### config.mk
export PLATFORM = sky130hd
export DESIGN_NAME = fetch_decode_elastic_reg
export DESIGN_NICKNAME = d
export VERILOG_FILES = /design/src/rtl/fd_pkg.sv /design/src/rtl/fd_entry_slot.sv /design/src/rtl/fetch_decode_elastic_reg.sv
export SDC_FILE = /design/constraint.sdc
export NUM_CORES = 1
export LEC_CHECK = 0
export ABC_AREA = 1
export BUFFER_PORTS_ARGS = -buffer_cell sky130_fd_sc_hd__buf_2
export CAP_MARGIN = 5
export CORE_ASPECT_RATIO = 0.7
export CORE_MARGIN = 2
export CORE_UTILIZATION = 35
export CTS_BUF_LIST = sky130_fd_sc_hd__clkbuf_8
export DETAILED_ROUTE_END_ITERATION = 10
export PLACE_DENSITY = 0.62
export RECOVER_POWER = 50
export SKIP_LAST_GASP = 1
export SLEW_MARGIN = 5
export SYNTH_ARGS = -nofsm -noshare
export SYNTH_HDL_FRONTEND = slang
export SYNTH_HIERARCHICAL = 1
export SYNTH_SLANG_ARGS = --single-unit
export TNS_END_PERCENT = 20
### constraint.sdc
create_clock -name clk -period 1.7 [get_ports clk]
set_input_delay 0 -clock clk [delete_from_list [all_inputs] [get_ports clk]]
set_output_delay 0 -clock clk [all_outputs]
set_load 0.005 [all_outputs]
### src/rtl/fd_pkg.sv
// Shared definitions for the fetch/decode elastic register: FSM encoding and default bubble word.
package fd_pkg;

  typedef enum logic [1:0] {
    FD_EMPTY = 2'd0,
    FD_ONE   = 2'd1,
    FD_TWO   = 2'd2
  } fd_state_e;

  localparam logic [31:0] FD_NOP_INSTR = 32'h0000_0000;

endpackage

### src/rtl/fd_entry_slot.sv
// One {instr, pc} holding register with load enable and synchronous clear (clear wins over load).
module fd_entry_slot
  import fd_pkg::*;
#(
  parameter int                 INSTR_W   = 32,
  parameter int                 PC_W      = 32,
  parameter logic [INSTR_W-1:0] NOP_INSTR = INSTR_W'(FD_NOP_INSTR)
) (
  input  logic               clk,
  input  logic               rst,
  input  logic               load,
  input  logic               clear,
  input  logic [INSTR_W-1:0] load_instr,
  input  logic [PC_W-1:0]    load_pc,
  output logic [INSTR_W-1:0] instr,
  output logic [PC_W-1:0]    pc
);

  always_ff @(posedge clk or posedge rst) begin
    if (rst) begin
      instr <= NOP_INSTR;
      pc    <= '0;
    end else if (clear) begin
      instr <= NOP_INSTR;
      pc    <= '0;
    end else if (load) begin
      instr <= load_instr;
      pc    <= load_pc;
    end
  end

endmodule

### src/rtl/fetch_decode_elastic_reg.sv
// IF/ID elastic register: 2-entry skid buffer with registered in_ready, stall and flush.
// Optional stall counter enabled by defining FD_PERF_CNT_EN.
module fetch_decode_elastic_reg
  import fd_pkg::*;
#(
  parameter int                 INSTR_W   = 32,
  parameter int                 PC_W      = 32,
  parameter logic [INSTR_W-1:0] NOP_INSTR = INSTR_W'(FD_NOP_INSTR)
`ifdef FD_PERF_CNT_EN
  ,
  parameter int                 CNT_W     = 16
`endif
) (
  input  logic               clk,
  input  logic               rst,
  input  logic               in_valid,
  output logic               in_ready,
  input  logic [INSTR_W-1:0] instr_f,
  input  logic [PC_W-1:0]    pc_plus_one_f,
  input  logic               flush,
  output logic               out_valid,
  input  logic               out_ready,
  output logic [INSTR_W-1:0] instr_d,
`ifdef FD_PERF_CNT_EN
  output logic [CNT_W-1:0]   stall_cnt,
`endif
  output logic [PC_W-1:0]    pc_plus_one_d
);

  fd_state_e          state, state_next;
  logic               accept, drain;
  logic               main_load, skid_load, main_sel_skid;
  logic [INSTR_W-1:0] main_instr, skid_instr, main_load_instr;
  logic [PC_W-1:0]    main_pc, skid_pc, main_load_pc;

  assign accept    = in_valid & in_ready;
  assign out_valid = (state != FD_EMPTY);
  assign drain     = out_valid & out_ready;

  always_ff @(posedge clk or posedge rst) begin
    if (rst) begin
      state    <= FD_EMPTY;
      in_ready <= 1'b1;
    end else begin
      state    <= state_next;
      in_ready <= (state_next != FD_TWO);
    end
  end

  // Flush overrides every transition; the same-cycle input is simply never loaded.
  always_comb begin
    state_next    = state;
    main_load     = 1'b0;
    skid_load     = 1'b0;
    main_sel_skid = 1'b0;
    if (flush) begin
      state_next = FD_EMPTY;
    end else begin
      case (state)
        FD_EMPTY: begin
          if (accept) begin
            state_next = FD_ONE;
            main_load  = 1'b1;
          end
        end
        FD_ONE: begin
          if (accept && drain) begin
            main_load = 1'b1;
          end else if (accept) begin
            state_next = FD_TWO;
            skid_load  = 1'b1;
          end else if (drain) begin
            state_next = FD_EMPTY;
          end
        end
        FD_TWO: begin
          if (drain) begin
            state_next    = FD_ONE;
            main_load     = 1'b1;
            main_sel_skid = 1'b1;
          end
        end
        default: state_next = FD_EMPTY;
      endcase
    end
  end

  assign main_load_instr = main_sel_skid ? skid_instr : instr_f;
  assign main_load_pc    = main_sel_skid ? skid_pc    : pc_plus_one_f;

  fd_entry_slot #(
    .INSTR_W   (INSTR_W),
    .PC_W      (PC_W),
    .NOP_INSTR (NOP_INSTR)
  ) u_main (
    .clk        (clk),
    .rst        (rst),
    .load       (main_load),
    .clear      (flush),
    .load_instr (main_load_instr),
    .load_pc    (main_load_pc),
    .instr      (main_instr),
    .pc         (main_pc)
  );

  fd_entry_slot #(
    .INSTR_W   (INSTR_W),
    .PC_W      (PC_W),
    .NOP_INSTR (NOP_INSTR)
  ) u_skid (
    .clk        (clk),
    .rst        (rst),
    .load       (skid_load),
    .clear      (flush),
    .load_instr (instr_f),
    .load_pc    (pc_plus_one_f),
    .instr      (skid_instr),
    .pc         (skid_pc)
  );

  // Main slot keeps its last word after draining to empty, so bubbles are forced here.
  assign instr_d       = out_valid ? main_instr : NOP_INSTR;
  assign pc_plus_one_d = out_valid ? main_pc    : '0;

`ifdef FD_PERF_CNT_EN
  function automatic logic [CNT_W-1:0] sat_inc(input logic [CNT_W-1:0] v);
    return (v == {CNT_W{1'b1}}) ? v : v + {{(CNT_W-1){1'b0}}, 1'b1};
  endfunction

  always_ff @(posedge clk or posedge rst) begin
    if (rst) begin
      stall_cnt <= '0;
    end else if (out_valid && !out_ready) begin
      stall_cnt <= sat_inc(stall_cnt);
    end
  end
`endif

endmodule

Word-level counts from Yosys, hierarchy flattened
Cells that the tools add are included.
{"block": "op_classes", "eq_ne": 3, "mux": 29, "bitwise_logic": 2, "reduce_logical": 5}
{"cell": "2-to-1 mux 32 bit", "count": 12}
{"cell": "2-to-1 mux 2 bit", "count": 6}
{"cell": "2-to-1 mux 1 bit", "count": 9}
{"cell": "case mux 2 bit (3 select lines)", "count": 1}
{"cell": "nonzero test 2 bit", "count": 3}
{"cell": "case mux 1 bit (3 select lines)", "count": 1}
{"cell": "AND 1 bit", "count": 2}
{"cell": "equality test 2 x 1 -> 1 bit, second input constant", "count": 1}
{"cell": "equality test 2 bit, second input constant", "count": 1}
{"cell": "zero test 2 bit", "count": 1}
{"cell": "inequality test 2 bit, second input constant", "count": 1}
{"cell": "logical AND 1 bit", "count": 1}
{"block": "totals", "reg_bits": 131, "input_bits": 69, "output_inout_bits": 66}

Logic depth before layout (Yosys ltp)
Gate-level depths: netlist of run 1.
{"block": "logic_depth", "depth_word": 8, "ltp_mapped": 9}

Hierarchy
The synthesis of run 1 kept the hierarchy.
{"module": "fd_entry_slot", "n_inst": 2, "cells_each": 278, "area_per_inst_um2": 2586.2, "seq_area_each_um2": 1601.5}
{"module": "fetch_decode_elastic_reg", "n_inst": 1, "cells_each": 367, "area_per_inst_um2": 1925.6, "seq_area_each_um2": 76.3}

Least setup slack after synthesis of run 1
OpenSTA, ideal clock, no wires.
{"block": "synth_timing", "path_kind": "register to register", "from": "register in_ready", "to": "register u_skid.instr[0]", "setup_ns": 0.065, "arrival_time_ns": 1.591, "t_required_ns": 1.635, "path_slack_ns": 0.044, "path_stages_with_launch": 7, "cell_sequence": "dfstp_2 nand2_1 nor4_1 buf_4 buf_4 nand3_1 nand2_1"}
{"block": "synth_via", "elab_chain_cells": 6, "elab_cells_between_ends": 7, "cone_classes": "mux: 4; bitwise: 1; reduce/logical: 2"}
{"item": "from (decl)", "line": "fetch_decode_elastic_reg.sv:17", "source": "output logic in_ready,"}
{"item": "from (signal assigned)", "line": "fetch_decode_elastic_reg.sv:46", "source": "in_ready <= (state_next != FD_TWO);"}
{"item": "AND 1 bit *", "line": "fetch_decode_elastic_reg.sv:36", "source": "assign accept = in_valid & in_ready;"}
{"item": "2-to-1 mux 1 bit / logical AND 1 bit (equally long branches)", "line": "fetch_decode_elastic_reg.sv:69, fetch_decode_elastic_reg.sv:67"}
{"item": "2-to-1 mux 1 bit *", "line": "fetch_decode_elastic_reg.sv:67", "source": "if (accept && drain) begin"}
{"item": "2-to-1 mux 1 bit *", "line": "fetch_decode_elastic_reg.sv:59", "source": "case (state)"}
{"item": "2-to-1 mux 1 bit *", "line": "fetch_decode_elastic_reg.sv:56", "source": "if (flush) begin"}
{"item": "named net skid_load", "line": "fetch_decode_elastic_reg.sv:32", "source": "logic main_load, skid_load, main_sel_skid;"}
{"item": "nonzero test 2 bit (no line) *"}
{"item": "to (signal assigned)", "line": "fd_entry_slot.sv:27", "source": "instr <= load_instr;"}
{"item": "to (decl)", "line": "fd_entry_slot.sv:15", "source": "output logic [INSTR_W-1:0] instr,"}
Mark *: on every way through the listed nets, which the timed path passes. The rest lies on a longest branch.
A chain may end at the register's enable or synchronous reset.

Worst setup path after layout of run 1
{"block": "layout_timing", "from": "register state[0]", "to": "output port instr_d[23]"}
{"block": "layout_via", "elab_chain_cells": 2}
{"item": "from (decl)", "line": "fetch_decode_elastic_reg.sv:30", "source": "fd_state_e state, state_next;"}
{"item": "from (signal assigned)", "line": "fetch_decode_elastic_reg.sv:45", "source": "state <= state_next;"}
{"item": "nonzero test 2 bit", "line": "fetch_decode_elastic_reg.sv:37", "source": "assign out_valid = (state != FD_EMPTY);"}
{"item": "2-to-1 mux 32 bit", "line": "fetch_decode_elastic_reg.sv:122", "source": "assign instr_d = out_valid ? main_instr : NOP_INSTR;"}
{"item": "to (decl)", "line": "fetch_decode_elastic_reg.sv:23", "source": "output logic [INSTR_W-1:0] instr_d,"}
No other way between the ends.

==> results of run 1 <==
[critical path: stages, from the launching register on]
cell and delay (ns):
dfrtp_1 0.43, inv_1 0.11, nand2_4 0.10, inv_4 0.12, buf_12 0.19, nor2_1 0.07
buf_2 0.13
[power groups by stage]
stage / Sequential, uW / Combinational (uW) / Clock (uW)
global route: 3290 / 1110 / 2670
CTS: 3280 / 1020 / 2520
floorplan: 3320 / 573 / 0
detailed placement: 3340 / 870 / 0
global placement: 3340 / 860 / 0
finish: 3280 / 997 / 2440
[cell usage after synthesis]
cell type | instances | area (um^2)
dfrtp_1 | 130 | 3250
nor2_1 | 67 | 251
buf_4 | 15 | 113
nand2_2 | 12 | 75.1
nor2_4 | 2 | 22.5
dfstp_2 | 1 | 26.3
nand3_2 | 1 | 10.0
o21ai_2 | 64 | 561
nor4_1 | 1 | 6.26
nand3_1 | 129 | 646
inv_2 | 4 | 15.0
buf_6 | 31 | 349
inv_1 | 134 | 503
nand2_1 | 316 | 1190
buf_2 | 12 | 60.1
a21oi_1 | 2 | 10.0
o21ai_0 | 1 | 5.00
nor2_2 | 1 | 6.26
[cell type report]
cell class	instances	area (um^2)
clock buffers	18	248
clock inverters	14	106
fillers	1996	10900
inverters	138	520
multi-input cells	596	2800
flip-flops and latches	131	3280
well taps	270	338
repair buffers	227	1690
[cell usage in the layout, fill, tap and decap left out]
cell type	synthesis	final
nor2_1	67	67
clkbuf_1	0	2
dfrtp_1	130	130
buf_8	0	2
nor4_1	1	1
clkinvlp_4	0	4
inv_8	0	1
nor2_2	1	1
inv_4	0	1
nand2_4	0	1
clkbuf_8	0	18
nand3_1	129	129
buf_12	0	9
inv_1	134	135
clkbuf_4	0	1
inv_6	0	5
clkinv_1	0	1
o21ai_0	1	1
a21oi_1	2	1
nand2_2	12	10
buf_4	15	8
nand2_1	316	317
buf_2	12	132
dlygate4sd3_1	0	69
a21oi_4	0	1
nand3_4	0	1
buf_6	31	1
nor2_4	2	2
o21ai_2	64	64
inv_2	4	3
dfstp_2	1	1
clkinv_2	0	1
clkbuf_2	0	2
buf_16	0	1
clkinv_4	0	1
[how the worst max path moves through the flow]
| stage | endpoint | cells past startpoint |
|---|---|---|
| 3_5_place_dp | u_main/instr[1] | 7 |
| 3_3_place_gp | u_main/instr[1] | 7 |
| 6_report | instr_d[23] | 6 |
| 4_1_cts | pc_plus_one_d[16] | 6 |
| 5_1_grt | instr_d[23] | 6 |
| 2_1_floorplan | u_skid/instr[0] | 6 |
[cell families after synthesis]
family / after synthesis / share of synthesized area
compound gates: 67 / 0.0811
buf+inv: 196 / 0.146
simple gates: 529 / 0.310
flops: 131 / 0.462
[through the flow]
step	setup TNS (ns)	area [um^2]	hold WS, ns	total power (uW)
after CTS	-0.0768	9010	0.189	6810
final	0	8980	0.327	6710
after floorplan	0	7100	-0.247	3900
after global placement	0	7930	-0.0767	4200
after global routing	-0.000981	8980	0.306	7080
after detailed placement	0	7930	-0.0892	4210
[layer usage]
metal | global-route usage | vias to the layer above | part of all wire
met5 | 0 | - | 0
met4 | 0.0473 | 0 | 0.010
met3 | 0.0492 | 12 | 0.055
met2 | 0.269 | 173 | 0.43
met1 | 0.258 | 2823 | 0.50
li1 | - | 3178 | -
[flip-flops by register name, indices dropped and copies added (netlist names)]
name and flops:
u_main/instr 32, u_main/pc 32, u_skid/instr 32, u_skid/pc 32, state 2, in_ready 1
[what timing repair did]
action,in CTS,in global routing
gates resized for setup,2,3
setup endpoints to repair,54,63
cloned,1,0
endpoints found under the hold margin,261,0
hold buffers,69,0
==> results_dict.tcl, run 1 <==
set metrics [dict create \
    hold_end "u_skid/pc[22]" \
    clock_latency_ns 0.45 \
    dp_cells 1292 \
    setup_slack_ns 0.107 \
    hold_depth 4 \
    syn_area_per_cell_um2 7.69 \
    wirelength_um 18400 \
    syn-cell-area_um2 7100 \
    start_kind "flip-flop" \
    grt.overflow.total 0 \
    syn_to_final_growth_pct 26.5 \
    combPwrFrac 0.149 \
    p_sw_uw 2010 \
    syn-num-nets 992 \
    cts_buffers 17 \
    place.gp.congestion 0.751 \
    fin_util 0.452 \
    cp.required_ns 1.70 \
    min_path_type "in2reg" \
    die_area_um2 21500 \
    grt_pass1_vias 5727 \
    max_slew_margin 0.347 \
    core_area_um2 19900 \
    clkPwrFrac 0.363 \
    final_layout_size_suffix_gt1_frac 0.241 \
    start_util 0.358 \
    cap_viol_max_count 0 \
    cts_num_sinks 131 \
    finalNonFillerCells 1394 \
    power_frac_seq 0.488 \
    via_per_inst 4.44 \
    r2r_slack_ns 0.12 \
    reg2reg_from "in_ready" \
    hold_viol 0 \
    path_clk_slew_ns 0.09 \
    ioPinCount 135 \
    antenna_found_initial 0 \
    p_leak_uw 0.00476 \
    grt_first_pass_wirelength_um 30100 \
    wl_per_cell_um 13.2 \
    synth-seq-cells 131 \
    min-delay-start "pc_plus_one_f[22]" \
    reg2reg_to "u_skid/pc[14]" \
    fmax_mhz 628 \
    die_w_um 174 \
    setup_viol 0 \
    outcome "finished clean" \
    io_buffers 134 \
    pre_cts_slack_ns 0.146 \
    n_antenna_cell 0 \
    path_max_fanout 25 \
    syn_inst 923 \
    seq_area_frac_synth 0.462 \
    max_slew.worst_pin.slew_ns 0.980 \
    nets 1180 \
    vias 6186 \
    cts_tree "done" \
    dieHeight_um 123 \
    h-tree-depth 4 \
    slew_viol_final 0 \
    worstSetupStartpoint "state[0]" \
    cts_root_buffer "clkbuf_8" \
    p_int_uw 4700 \
    dp_hpwl_um 11400 \
    clock_path_buffers 2 \
    ys_warn_count 6 \
    crit_type "reg2out" \
    p_per_area_nw_per_um2 747 \
    yosysUniqueCellTypes 18 \
    switching_share 0.300 \
    reg2reg_depth 7 \
    drt-initial-drc-count 518 \
    drcViolationCount 0 \
    dr.pass1.iters 5 \
    grt_max_degree 65 \
    finalClockSkew_ns 0.0165 \
    fp-row-count 43 \
    cts_setup_buffers 0 \
    worstSetupEndpointType "output pin" \
    finalCriticalPeriod_ns 1.59 \
    post-route-period-util 0.937 \
    grt_usage 0.180 \
    ir_drop_uv 305 \
    drtAntennaViolNets 0 \
    worstPathArrival_ns 1.59 \
]
Note: power is estimated with default switching activity, not from simulation.
==> inputs of run 2 (changes only) <==
- PLACE_DENSITY: 0.62 -> not set
==> run 2 against run 1 <==
Hold slack got worse by 0.050 ns. Utilization increased by 1.5 points. Sequential share of layout area decreased by 1.1 points. Critical path depth increased by 1. First-iteration DRC count decreased by 19%. Global-route usage increased by 1.1 points. Clock power increased by 8.6%. Design area increased by 3.2%. Final cell count increased by 0.72%. Register-to-register slack got worse by 0.05 ns. Worst setup slack got worse by 0.081 ns.
==> results_dict.tcl, run 2 (same netlist as run 1, synthesis figures left out) <==
set metrics [dict create \
    outcome "finished clean" \
    dieHeight_um 123 \
    die_w_um 174 \
    reg2reg_to "u_main/instr[1]" \
    antenna_found_initial 1 \
    dr_wl_met3_um 906 \
    dr.pass1.iters 4 \
    syn_to_final_growth_pct 30.6 \
    cts_tree "done" \
    setup_slack_ns 0.0253 \
    max_slew_margin 0.256 \
    finalNonFillerCells 1404 \
    final_layout_size_suffix_gt1_frac 0.260 \
    start_util 0.358 \
    finalCriticalPeriod_ns 1.67 \
    cts_num_sinks 131 \
    clock_latency_ns 0.44 \
    max_slew.worst_pin.slew_ns 1.12 \
    ir_drop_uv 308 \
    p_per_area_nw_per_um2 763 \
    slowest_stage "dfrtp_1" \
    slew_viol_final 0 \
    slowest_delay_ns 0.37 \
    grt_usage 0.191 \
    clkPwrFrac 0.375 \
    wirelength_um 20200 \
    finalClockSkew_ns 0.00975 \
    layout_common_cells "nand2_1 (315), inv_1 (135), buf_2 (133)" \
    nFillCells 2014 \
    drt-initial-drc-count 417 \
    top_layer "met4" \
    final_common_cell "nand2_1" \
    grt_pass1_vias 6031 \
    io_buffers 134 \
    die_area_um2 21500 \
    grt_max_degree 51 \
    place.gp.congestion 0.774 \
    drcViolationCount 0 \
    post-route-period-util 0.985 \
    vias 6296 \
    wl_per_cell_um 14.4 \
    p_leak_uw 0.00490 \
    routed-wl-met2_um 8790 \
    crit_type "reg2out" \
    reg2reg_from "in_ready" \
    cts_root_buffer "clkbuf_8" \
    rsz0062_at_grt "true" \
    setup_viol 0 \
    grt.overflow.total 0 \
    combPwrFrac 0.162 \
    cp_cell_sequence "inv_2, nand2_4, buf_6, clkinv_8, buf_12, nor2_2, buf_2" \
    hold_viol 0 \
    fmax_mhz 597 \
    r2r_slack_ns 0.07 \
    min_path_type "in2async" \
    p_int_uw 5110 \
    fin_tns_setup_ns 0 \
    dp_hpwl_um 11700 \
    nets 1189 \
    grt_first_pass_wirelength_um 31800 \
    worstSetupEndpointType "output pin" \
    p_sw_uw 1970 \
    wl_met1_um 10300 \
    cp.required_ns 1.70 \
    cap_viol_max_count 0 \
    path_clk_slew_ns 0.08 \
    h-tree-depth 4 \
    dp_cells 1294 \
    core_area_um2 19900 \
    via_per_inst 4.48 \
    path_max_fanout 8 \
    worstSetupStartpoint "state[1]" \
    cts_buffers 17 \
    p_total_uw 7080 \
    pre_cts_slack_ns 0.0780 \
    fp-row-count 43 \
    clock_path_buffers 2 \
    power_frac_seq 0.463 \
    drtAntennaViolNets 0 \
    switching_share 0.278 \
    ioPinCount 135 \
    reg2reg_depth 7 \
    worstPathArrival_ns 1.67 \
    start_kind "flip-flop" \
]
[run 2: repair_timing]
item,in CTS,in global routing
hold endpoints to repair,261,0
setup buffers,1,1
endpoints found under the setup margin,51,73
hold buffers,69,0
gates cloned,3,3
resized for setup,10,13
[run 2: layout make-up]
class	count	area, um^2	area share
Antenna cell	1	2.50	0.000270
Sequential cell	131	3280	0.354
Clock buffer	20	275	0.0297
Timing Repair Buffer	236	1890	0.204
Inverter	138	533	0.0575
Multi-Input combinational cell	596	2840	0.306
Clock inverter	12	115	0.0124
Tap cell	270	338	0.0365
[run 2: worst max path at each step]
stage / end / slack, ns / cells after the start
2_1_floorplan: u_skid/instr[0] / 0.04 / 6
3_3_place_gp: u_main/pc[29] / 0.13 / 7
3_5_place_dp: u_main/instr[1] / 0.08 / 7
4_1_cts: instr_d[9] / -0.02 / 7
5_1_grt: u_main/instr[1] / -0.05 / 7
6_report: instr_d[31] / 0.03 / 7
[run 2: power groups by stage]
stage	combinational, uW	clock [uW]	sequential (uW)
6_report	1150	2650	3280
5_1_grt	1270	2890	3290
4_1_cts	1110	2730	3280
3_5_place_dp	894	0	3340
3_3_place_gp	884	0	3340
2_1_floorplan	573	0	3320
[run 2: stage by stage]
step	utilization	cell area, um^2	hold slack, ns
after global routing	0.467	9270	0.285
after floorplan	-	7100	-0.247
after CTS	0.462	9170	0.0511
after detailed placement	0.402	7980	-0.0778
after global placement	0.402	7980	-0.0779
final	0.467	9270	0.278
[run 2: worst max-delay path, delay by kind of cell (launching register included)]
family                 cells  cell delay [ns]
buffers and inverters      5             0.65
flip-flops                 1             0.37
AND/OR/NAND/NOR            2             0.22
[run 2: per-layer routing]
| metal | up-vias | track usage |
|---|---|---|
| li1 | 3201 | - |
| met1 | 2934 | 0.274 |
| met2 | 149 | 0.292 |
| met3 | 12 | 0.0492 |
| met4 | 0 | 0.0415 |
| met5 | - | 0 |
==> inputs of run 3 (changes only) <==
- CORE_UTILIZATION: 35 -> 52
- PLACE_DENSITY: not set -> 0.79
==> run 3 against run 2 <==
The run now ends with setup timing left. Worst setup slack got worse by 0.038 ns. Total power is 2.3% lower. Utilization grew 21 points. Critical endpoint is now instr_d[15]. Largest power group unchanged.
==> results_dict.tcl, run 3 (same netlist as run 1, synthesis figures left out) <==
set metrics [dict create \
    outcome "finished with violations" \
    violations "setup timing" \
    max_slew.worst_pin.slew_ns 0.974 \
    reg2reg_from "in_ready" \
    cts_root_buffer "clkbuf_8" \
    clock_latency_ns 0.43 \
    dieHeight_um 102 \
    final_layout_size_suffix_gt1_frac 0.253 \
    busiest_layer "met2" \
    rsz0062_at_grt "true" \
    cts_num_sinks 131 \
    n_antenna_cell 0 \
    clock_path_buffers 2 \
    fp-row-count 35 \
    ir_drop_uv 472 \
    h-tree-depth 4 \
    path_max_fanout 14 \
    wl_per_cell_um 13.6 \
    dr.pass1.iters 5 \
    grt_first_pass_wirelength_um 29500 \
    min_path_type "in2reg" \
    dp_hpwl_um 11000 \
    vias 6449 \
    grt_pass1_vias 6084 \
    io_buffers 134 \
    worstSetupStartpoint "state[0]" \
    pre_cts_slack_ns 0.0491 \
    layout_common_cells "nand2_1 (314), inv_1 (133), buf_2 (132)" \
    crit_family "buffers and inverters" \
    crit_type "reg2out" \
    drcViolationCount 0 \
    path_buf_inv 5 \
    grt_max_degree 51 \
    fmax_mhz 584 \
    drt-initial-drc-count 498 \
    start_util 0.537 \
    syn_to_final_growth_pct 26.4 \
    start_kind "flip-flop" \
    grt.overflow.total 0 \
    drtAntennaViolNets 0 \
    worstPathArrival_ns 1.71 \
    hold_viol 0 \
    grt_usage 0.257 \
    nets 1190 \
    p_leak_uw 0.00482 \
    via_per_inst 4.89 \
    worstSetupEndpointType "output pin" \
    die_w_um 144 \
    antenna_found_initial 0 \
    slew_viol_final 0 \
    finalCriticalPeriod_ns 1.71 \
    place.gp.congestion 0.802 \
    cp_cell_sequence "inv_1, nand2_2, buf_6, inv_6, bufbuf_16, nor2_1, buf_2" \
    core_area_um2 13200 \
    setup_slack_ns -0.0122 \
    slowest_stage "dfrtp_1" \
    slowest_delay_ns 0.37 \
    p_per_area_nw_per_um2 771 \
    grtUsageMet2 0.408 \
    path_clk_slew_ns 0.09 \
    cp.required_ns 1.70 \
    ioPinCount 135 \
    setup_viol 1 \
    min-delay-start "pc_plus_one_f[7]" \
    max_slew_margin 0.351 \
    cts_buffers 17 \
    final_common_cell "nand2_1" \
    finalClockSkew_ns 0.0150 \
    grtUsageMet1 0.367 \
    use_met3 0.0435 \
    wirelength_um 17900 \
    die_area_um2 14600 \
    post-route-period-util 1.01 \
    cts_tree "done" \
    cap_viol_max_count 0 \
    fin_util 0.678 \
]
## run 3: worst register-to-register path, stage by stage, from the launching register on
cell     delay, ns
dfstp_2       0.53
nand2_1       0.10
nor4_2        0.29
buf_4         0.19
nor2_4        0.07
buf_12        0.19
nand2_1       0.11
nand2_1       0.06
## run 3: path summary, 6_finish.rpt
| check | to | slack [ns] | cells after the start |
|---|---|---|---|
| setup / recovery | instr_d[15] | -0.01 | 7 |
| hold / removal | u_skid/pc[7] | 0.34 | 4 |
| setup reg to reg | u_skid/pc[4] | 0.05 | 7 |
| hold reg to reg | u_skid/pc[1] | 0.47 | 2 |
| max in group asynchronous | u_skid/instr[24] | 0.60 | 4 |
| min in group asynchronous | u_skid/instr[0] | 0.40 | 4 |
## run 3: through the flow
stage | instance area [um^2] | setup TNS [ns] | hold slack, ns | total power, uW | cells
final | 8970 | -0.0122 | 0.342 | 6920 | 1319
after global routing | 8970 | -0.908 | 0.336 | 7220 | 1319
after CTS | 8970 | 0 | 0.167 | 6970 | 1315
after detailed placement | 7810 | 0 | -0.0853 | 4180 | 1211
after global placement | 7810 | 0 | -0.0862 | 4170 | 1211
after floorplan | 7100 | 0 | -0.247 | 3900 | 923
## run 3: timing repair
action	in CTS	in global routing
hold buffers	69	0
buffers inserted	2	4
pin swaps	0	1
setup endpoints to repair	50	130
cloned	1	0
resized for setup	10	5
hold endpoints to repair	261	0
## run 3: cell type report
class                      instances  area, um^2
clock buffer                      17         234
clock inverter                    15         155
fill                            1129        4250
inverter                         138         523
multi-input combinational        596        2810
sequential                       131        3280
tap                              185         231
timing repair buffer             237        1740
## run 3: layer usage
metal | wire (um) | vias up
met2 | 8230 | 212
li1 | - | 3204
met4 | 173 | 0
met3 | 1030 | 17
met5 | 0 | -
met1 | 8470 | 3016
## run 3: where the power goes
group          switching (uW)  internal, uW  leakage, uW  total (uW)
clock                    1310          1310     0.000193        2620
sequential               56.8          3220      0.00180        3280
combinational             588           430      0.00283        1020
